[src/rtl/pixel_fetch_sequencer_pkg.sv]
// Shared types and pixel helpers for the packed-pixel fetch sequencer.
// Narrow pixels sit LSB-first in each byte; high_bits fill the bits above them.
package pixel_fetch_sequencer_pkg;

    typedef enum logic [1:0] {
        BPP_1 = 2'd0,
        BPP_2 = 2'd1,
        BPP_4 = 2'd2,
        BPP_8 = 2'd3
    } bpp_e;

    typedef enum logic {
        ST_IDLE = 1'b0,
        ST_RUN  = 1'b1
    } state_e;

    function automatic logic [3:0] pixels_per_byte(input logic [1:0] bpp_log2);
        return 4'd8 >> bpp_log2;
    endfunction

    function automatic logic [7:0] extract_pixel(
        input logic [1:0] bpp_log2,
        input logic [7:0] data,
        input logic [2:0] bit_off,
        input logic [7:0] high_bits,
        input logic       keep_0
    );
        logic [7:0] mask;
        logic [7:0] v;
        case (bpp_e'(bpp_log2))
            BPP_1:   mask = 8'h01;
            BPP_2:   mask = 8'h03;
            BPP_4:   mask = 8'h0F;
            default: mask = 8'hFF;
        endcase
        v = (data >> bit_off) & mask;
        if (keep_0 && v == 8'h00)
            return 8'h00;
        // at 8bpp ~mask is zero, so high_bits drop out naturally
        return (high_bits & ~mask) | v;
    endfunction

endpackage

[src/rtl/pixel_fetch_sequencer_byte_queue2.sv]
// Two-entry byte FIFO holding fetched pixel bytes; the head is read combinationally.
module byte_queue2 (
    input  logic       clk,
    input  logic       reset_n,
    input  logic       push,
    input  logic [7:0] push_data,
    input  logic       pop,
    output logic [7:0] head,
    output logic [1:0] count
);

    logic [7:0] slot [2];
    logic       wr_ptr;
    logic       rd_ptr;

    always_ff @(posedge clk) begin
        if (!reset_n) begin
            wr_ptr <= 1'b0;
            rd_ptr <= 1'b0;
            count  <= 2'd0;
        end else begin
            if (push) wr_ptr <= ~wr_ptr;
            if (pop)  rd_ptr <= ~rd_ptr;
            count <= count + 2'(push) - 2'(pop);
        end
    end

    always_ff @(posedge clk) begin
        if (push) slot[wr_ptr] <= push_data;
    end

    assign head = slot[rd_ptr];

endmodule

[src/rtl/pixel_fetch_sequencer.sv]
// Fetches a run of packed pixel bytes from memory and streams them out as one
// 8-bit pixel per handshake, keeping at most two bytes queued or in flight.
module pixel_fetch_sequencer
    import pixel_fetch_sequencer_pkg::*;
#(
    parameter int ADDR_SIZE   = 11,
    parameter int COUNT_WIDTH = 10
) (
    input  logic                   clk,
    input  logic                   reset_n,
    input  logic                   start,
    input  logic [ADDR_SIZE-1:0]   start_addr,
    input  logic [COUNT_WIDTH-1:0] num_pixels,
    input  logic [1:0]             bpp_log2,
    input  logic [7:0]             high_bits,
    input  logic                   keep_0,
    output logic [ADDR_SIZE-1:0]   mem_addr,
    output logic                   mem_enable,
    input  logic [7:0]             mem_data,
    output logic                   busy,
    output logic                   done,
    output logic                   pix_valid,
    input  logic                   pix_ready,
    output logic [7:0]             pix_data,
    output logic                   pix_last
);

    state_e                 state, state_nxt;
    logic [ADDR_SIZE-1:0]   addr_q;
    logic [COUNT_WIDTH-1:0] bytes_left, pixels_left, bytes_calc;
    logic [COUNT_WIDTH:0]   round_up;
    logic [1:0]             bpp_q;
    logic [7:0]             high_q;
    logic                   keep0_q;
    logic [2:0]             sub_idx;
    logic                   inflight, done_q;
    logic [1:0]             q_count;
    logic [7:0]             q_head;
    logic                   accept, xfer, pop, last_pix, sub_at_end;
    logic [2:0]             credit_use;

    assign round_up   = {1'b0, num_pixels} + (COUNT_WIDTH+1)'(pixels_per_byte(bpp_log2) - 4'd1);
    assign bytes_calc = COUNT_WIDTH'(round_up >> (2'd3 - bpp_log2));

    always_ff @(posedge clk) begin
        if (!reset_n) state <= ST_IDLE;
        else          state <= state_nxt;
    end

    always_comb begin
        state_nxt  = state;
        busy       = (state == ST_RUN);
        accept     = start && (state == ST_IDLE);
        pix_valid  = busy && (q_count != 2'd0);
        xfer       = pix_valid && pix_ready;
        last_pix   = (pixels_left == COUNT_WIDTH'(1));
        pix_last   = pix_valid && last_pix;
        sub_at_end = ({1'b0, sub_idx} == pixels_per_byte(bpp_q) - 4'd1);
        pop        = xfer && (sub_at_end || last_pix);
        // a slot is free if what is queued or returning, minus the byte leaving now, is under 2
        credit_use = 3'(q_count) + 3'(inflight) - 3'(pop);
        mem_enable = busy && (bytes_left != '0) && (credit_use < 3'd2);
        case (state)
            ST_IDLE: if (accept && num_pixels != '0) state_nxt = ST_RUN;
            ST_RUN:  if (xfer && last_pix)           state_nxt = ST_IDLE;
            default: state_nxt = ST_IDLE;
        endcase
    end

    always_ff @(posedge clk) begin
        if (!reset_n) begin
            addr_q      <= '0;
            bytes_left  <= '0;
            pixels_left <= '0;
            bpp_q       <= BPP_1;
            high_q      <= 8'h00;
            keep0_q     <= 1'b0;
            sub_idx     <= 3'd0;
            inflight    <= 1'b0;
            done_q      <= 1'b0;
        end else begin
            inflight <= mem_enable;
            done_q   <= (accept && num_pixels == '0) || (xfer && last_pix);
            if (accept) begin
                addr_q      <= start_addr;
                bytes_left  <= bytes_calc;
                pixels_left <= num_pixels;
                bpp_q       <= bpp_log2;
                high_q      <= high_bits;
                keep0_q     <= keep_0;
                sub_idx     <= 3'd0;
            end else begin
                if (mem_enable) begin
                    addr_q     <= addr_q + 1'b1;
                    bytes_left <= bytes_left - 1'b1;
                end
                if (xfer) begin
                    pixels_left <= pixels_left - 1'b1;
                    sub_idx     <= pop ? 3'd0 : sub_idx + 3'd1;
                end
            end
        end
    end

    byte_queue2 u_q (
        .clk       (clk),
        .reset_n   (reset_n),
        .push      (inflight),
        .push_data (mem_data),
        .pop       (pop),
        .head      (q_head),
        .count     (q_count)
    );

    assign mem_addr = addr_q;
    assign done     = done_q;
    assign pix_data = extract_pixel(bpp_q, q_head, 3'(sub_idx << bpp_q), high_q, keep0_q);

endmodule

[config.mk]
export PLATFORM = sky130hd
export DESIGN_NAME = pixel_fetch_sequencer
export DESIGN_NICKNAME = d
export VERILOG_FILES = /design/src/rtl/pixel_fetch_sequencer_pkg.sv /design/src/rtl/pixel_fetch_sequencer_byte_queue2.sv /design/src/rtl/pixel_fetch_sequencer.sv
export SDC_FILE = /design/constraint.sdc
export NUM_CORES = 1
export LEC_CHECK = 0
export BUFFER_PORTS_ARGS = -buffer_cell sky130_fd_sc_hd__buf_2
export CORE_AREA = 8 8 99 101
export CTS_BUF_LIST = sky130_fd_sc_hd__clkbuf_4 sky130_fd_sc_hd__clkbuf_8
export CTS_CLUSTER_DIAMETER = 150
export DETAILED_ROUTE_END_ITERATION = 16
export DIE_AREA = 0 0 107 109
export PLACE_DENSITY = 0.77
export SLEW_MARGIN = 20
export SYNTH_ARGS = -nofsm -noshare
export SYNTH_HDL_FRONTEND = slang
export SYNTH_SLANG_ARGS = --single-unit
[constraint.sdc]
create_clock -name clk -period 11.63 [get_ports clk]
set_input_delay 3.489 -clock clk [delete_from_list [all_inputs] [get_ports clk]]
set_output_delay 3.489 -clock clk [all_outputs]
set_load 0.05 [all_outputs]
==> metrics.txt <==
fmax approximately 0.1 GHz; vias in the first global route around 3,900; TritonCTS clock tree done; per-cell routed wire length about 16 um; die area 11,700 sq um; Reg area roughly 1500 sq um; setup TNS 0 ns; ANT cells 0; Yosys Warn Count 0; via count approximately 4,100; dpl ws 1.75 ns; Slew @ Worst Pin 0.837 ns; crit-path leading delay family adder cells; top_reg_cell synth dfxtp_1; leakage power between 0.002 and 0.0025 uW; PnR worst setup slack about 1.7 ns; Die Wd between 100 and 150 um; Final Wtd Congestion approximately 0.88; initial core utilization between 50% and 60%; final setup fails 0; I/O pins slightly below 70; status finished, final reports clean; Final Hold Vio Count 0; Max-Cap Viols 0; Min-Delay Endpoint high_q[6]$_SDFFE_PN0P_; setup bufs post-CTS 0; final cell count without fillers a little under 700; H-tree depth 3; asr flop ratio synth 0%; Cell variety after synth 62; CTS resizes 0; R2R depth 16; Worst R2R Start bpp_q[1]$_SDFFE_PN0P_; Hold Crit Start high_q[6]$_SDFFE_PN0P_; Hold Path Depth 2; most common cell after layout, fill and taps aside buf_2; max_slew headroom between 40% and 50%; area of the multi-input gates around 2800 sq um; R2R Setup Slk about 7 ns; reg2reg end mem_addr[9]$_SDFFE_PN0P_; Clock Path Buffers 2; DR DRC count 0; GRT Residual Overflow 0; crit-path max cell delay between 0.6 and 0.7 ns; DP Area just under 5000 sq um; cts bufs inserted 9; critical path launch point type input pin; Gate Count Post-Synth 522; Clk pin slew, worst setup/hold paths roughly 0.070 ns; most frequent cells in the layout buf_2 (66), nand2_1 (59), dfxtp_1 (52); Mapped Avg Cell Area between 8 and 9 sq um; min Tclk post-route about 9.9 ns; CTS Hold Bufs 0; Hold Slack around 0.47 ns; Clk Latency, worst-skew pair roughly 0.35 ns; WS Path Type input pin to output pin; final worst clock skew between 0.01 and 0.015 ns; GRT Total Usage about a fifth; Core Area 8380 sq um; fin. max-slew vios 0; Pre-antenna DRT Iters 5; cell area after synthesis around 4400 sq um; PwrDens approximately 130 nW/um^2; net total in the final layout between 600 and 700; area delta synth->final 13.0%; Mapped Nets approximately 600; Vias/cell 5.96; largest net degree at the start of global routing 53; register bit total from synthesis 68; Die Height around 110 um; Routed WL between 10,000 and 15,000 um; filler instances 757; global-route wire length before repair between 15,000 and 20,000 um; Seq/Total Area, Yosys about a third; worst min path class flop to flop; Buf+Inv Stages, Crit Path 4; design area approximately 5000 sq um; Post-DRT Antenna Nets 0; clock sinks 68; Worst EP arrival approximately 6.5 ns; PortBufs 66; initial DRC count ~230; Inst Count DP approximately 670; final period utilization 85.5%; CP required a little over 8 ns; Worst setup EP type output pin; Post-synth EDFFs 16; row count 34; CTS root buffer clkbuf_8; RSZ-0062 raised after global routing false; CP max stage cell o31ai_1; share of cells above drive strength 1 17.2%; hpwl dp around 8200 um; worst-path cell chain buf_2 > nand2_1 > o31ai_1 > ha_1 > inv_1 > ha_1 > fa_1 > nand2b_1 > a311oi_2 > buf_4 > buf_2; CP Max Fanout 18; initial antenna violation count 0; worst vdd ir between 0.00005 and 0.00006 V
flip-flops by register name, indices dropped and copies added, names as in the netlist, named ones only:
register,count
u_q.slot,16
mem_addr,11
bytes_left,10
pixels_left,10
high_q,7
sub_idx,3
bpp_q,2
u_q.count,2
busy,1
done,1
inflight,1
keep0_q,1
u_q.rd_ptr,1
u_q.wr_ptr,1
metrics by stage:
stage / util [%] / total power (uW)
2_1_floorplan: - / 408
3_3_place_gp: 57.6 / 448
3_5_place_dp: 57.6 / 454
4_1_cts: 60.0 / 651
5_1_grt: 60.0 / 681
6_report: 60.0 / 648
how the worst max path moves through the flow:
stage,slack [ns],startpoint,cells past startpoint,end
3_5_place_dp,1.75,pix_ready,11,mem_enable
2_1_floorplan,1.84,pix_ready,10,mem_enable
5_1_grt,1.48,pix_ready,11,mem_enable
4_1_cts,1.74,pix_ready,11,mem_enable
3_3_place_gp,1.79,pix_ready,11,mem_enable
6_report,1.68,pix_ready,11,mem_enable
per-layer routing:
metal,vias up,GRT usage [%],part of all wire (%)
li1,2028,-,-
met1,1949,22.4,43
met2,115,34.1,50
met3,12,4.26,5.3
met4,0,5.33,1.1
met5,-,0,0
cells in the mapped netlist (9+ instances only):
cell / n / share of area, %
a21boi_0: 17 / 2.9
a21oi_1: 44 / 4.9
and2_1: 14 / 2.0
clkbuf_1: 19 / 1.6
dfxtp_1: 52 / 23
edfxtp_1: 16 / 11
ha_1: 19 / 5.3
inv_1: 15 / 1.3
mux2i_1: 22 / 4.9
nand2_1: 59 / 5.0
nand2b_1: 9 / 1.3
nand3_1: 17 / 1.9
nor2_1: 32 / 2.7
nor2b_1: 11 / 1.5
nor3_1: 12 / 1.3
o21ai_0: 26 / 2.9
xor2_1: 18 / 3.5
worst min-delay path: cells and delay by family, from the launching register on:
family	cells	cell delay, ns
flip-flops	1	0.31
AND/OR/NAND/NOR	1	0.05
AO/OA/AOI/OAI	1	0.06
power by group:
part	switching (uW)	internal, uW
logic	110	65.1
registers	16.3	259
clock network	98.3	100
total	224	424
kinds of logic (layout without fill, tap and decap cells):
group / count (synthesis) / count (layout) / share of synthesized area [%]
compound gates: 148 / 148 / 22.1
other cells: 1 / 1 / 0.0843
buf+inv: 42 / 101 / 3.85
fa+ha+maj: 21 / 21 / 6.24
xor+xnor: 26 / 26 / 5.12
mux: 27 / 27 / 6.72
flops: 68 / 68 / 34.2
simple gates: 189 / 189 / 21.7
cell type report:
class / instances / area share (%)
Multi-Input combinational cell: 412 / 54.9
Sequential cell: 68 / 30.3
Timing Repair Buffer: 69 / 7.02
Tap cell: 108 / 2.69
Clock buffer: 9 / 2.46
Clock inverter: 7 / 1.49
Inverter: 16 / 1.19
Power figures use the tool's default switching activity.
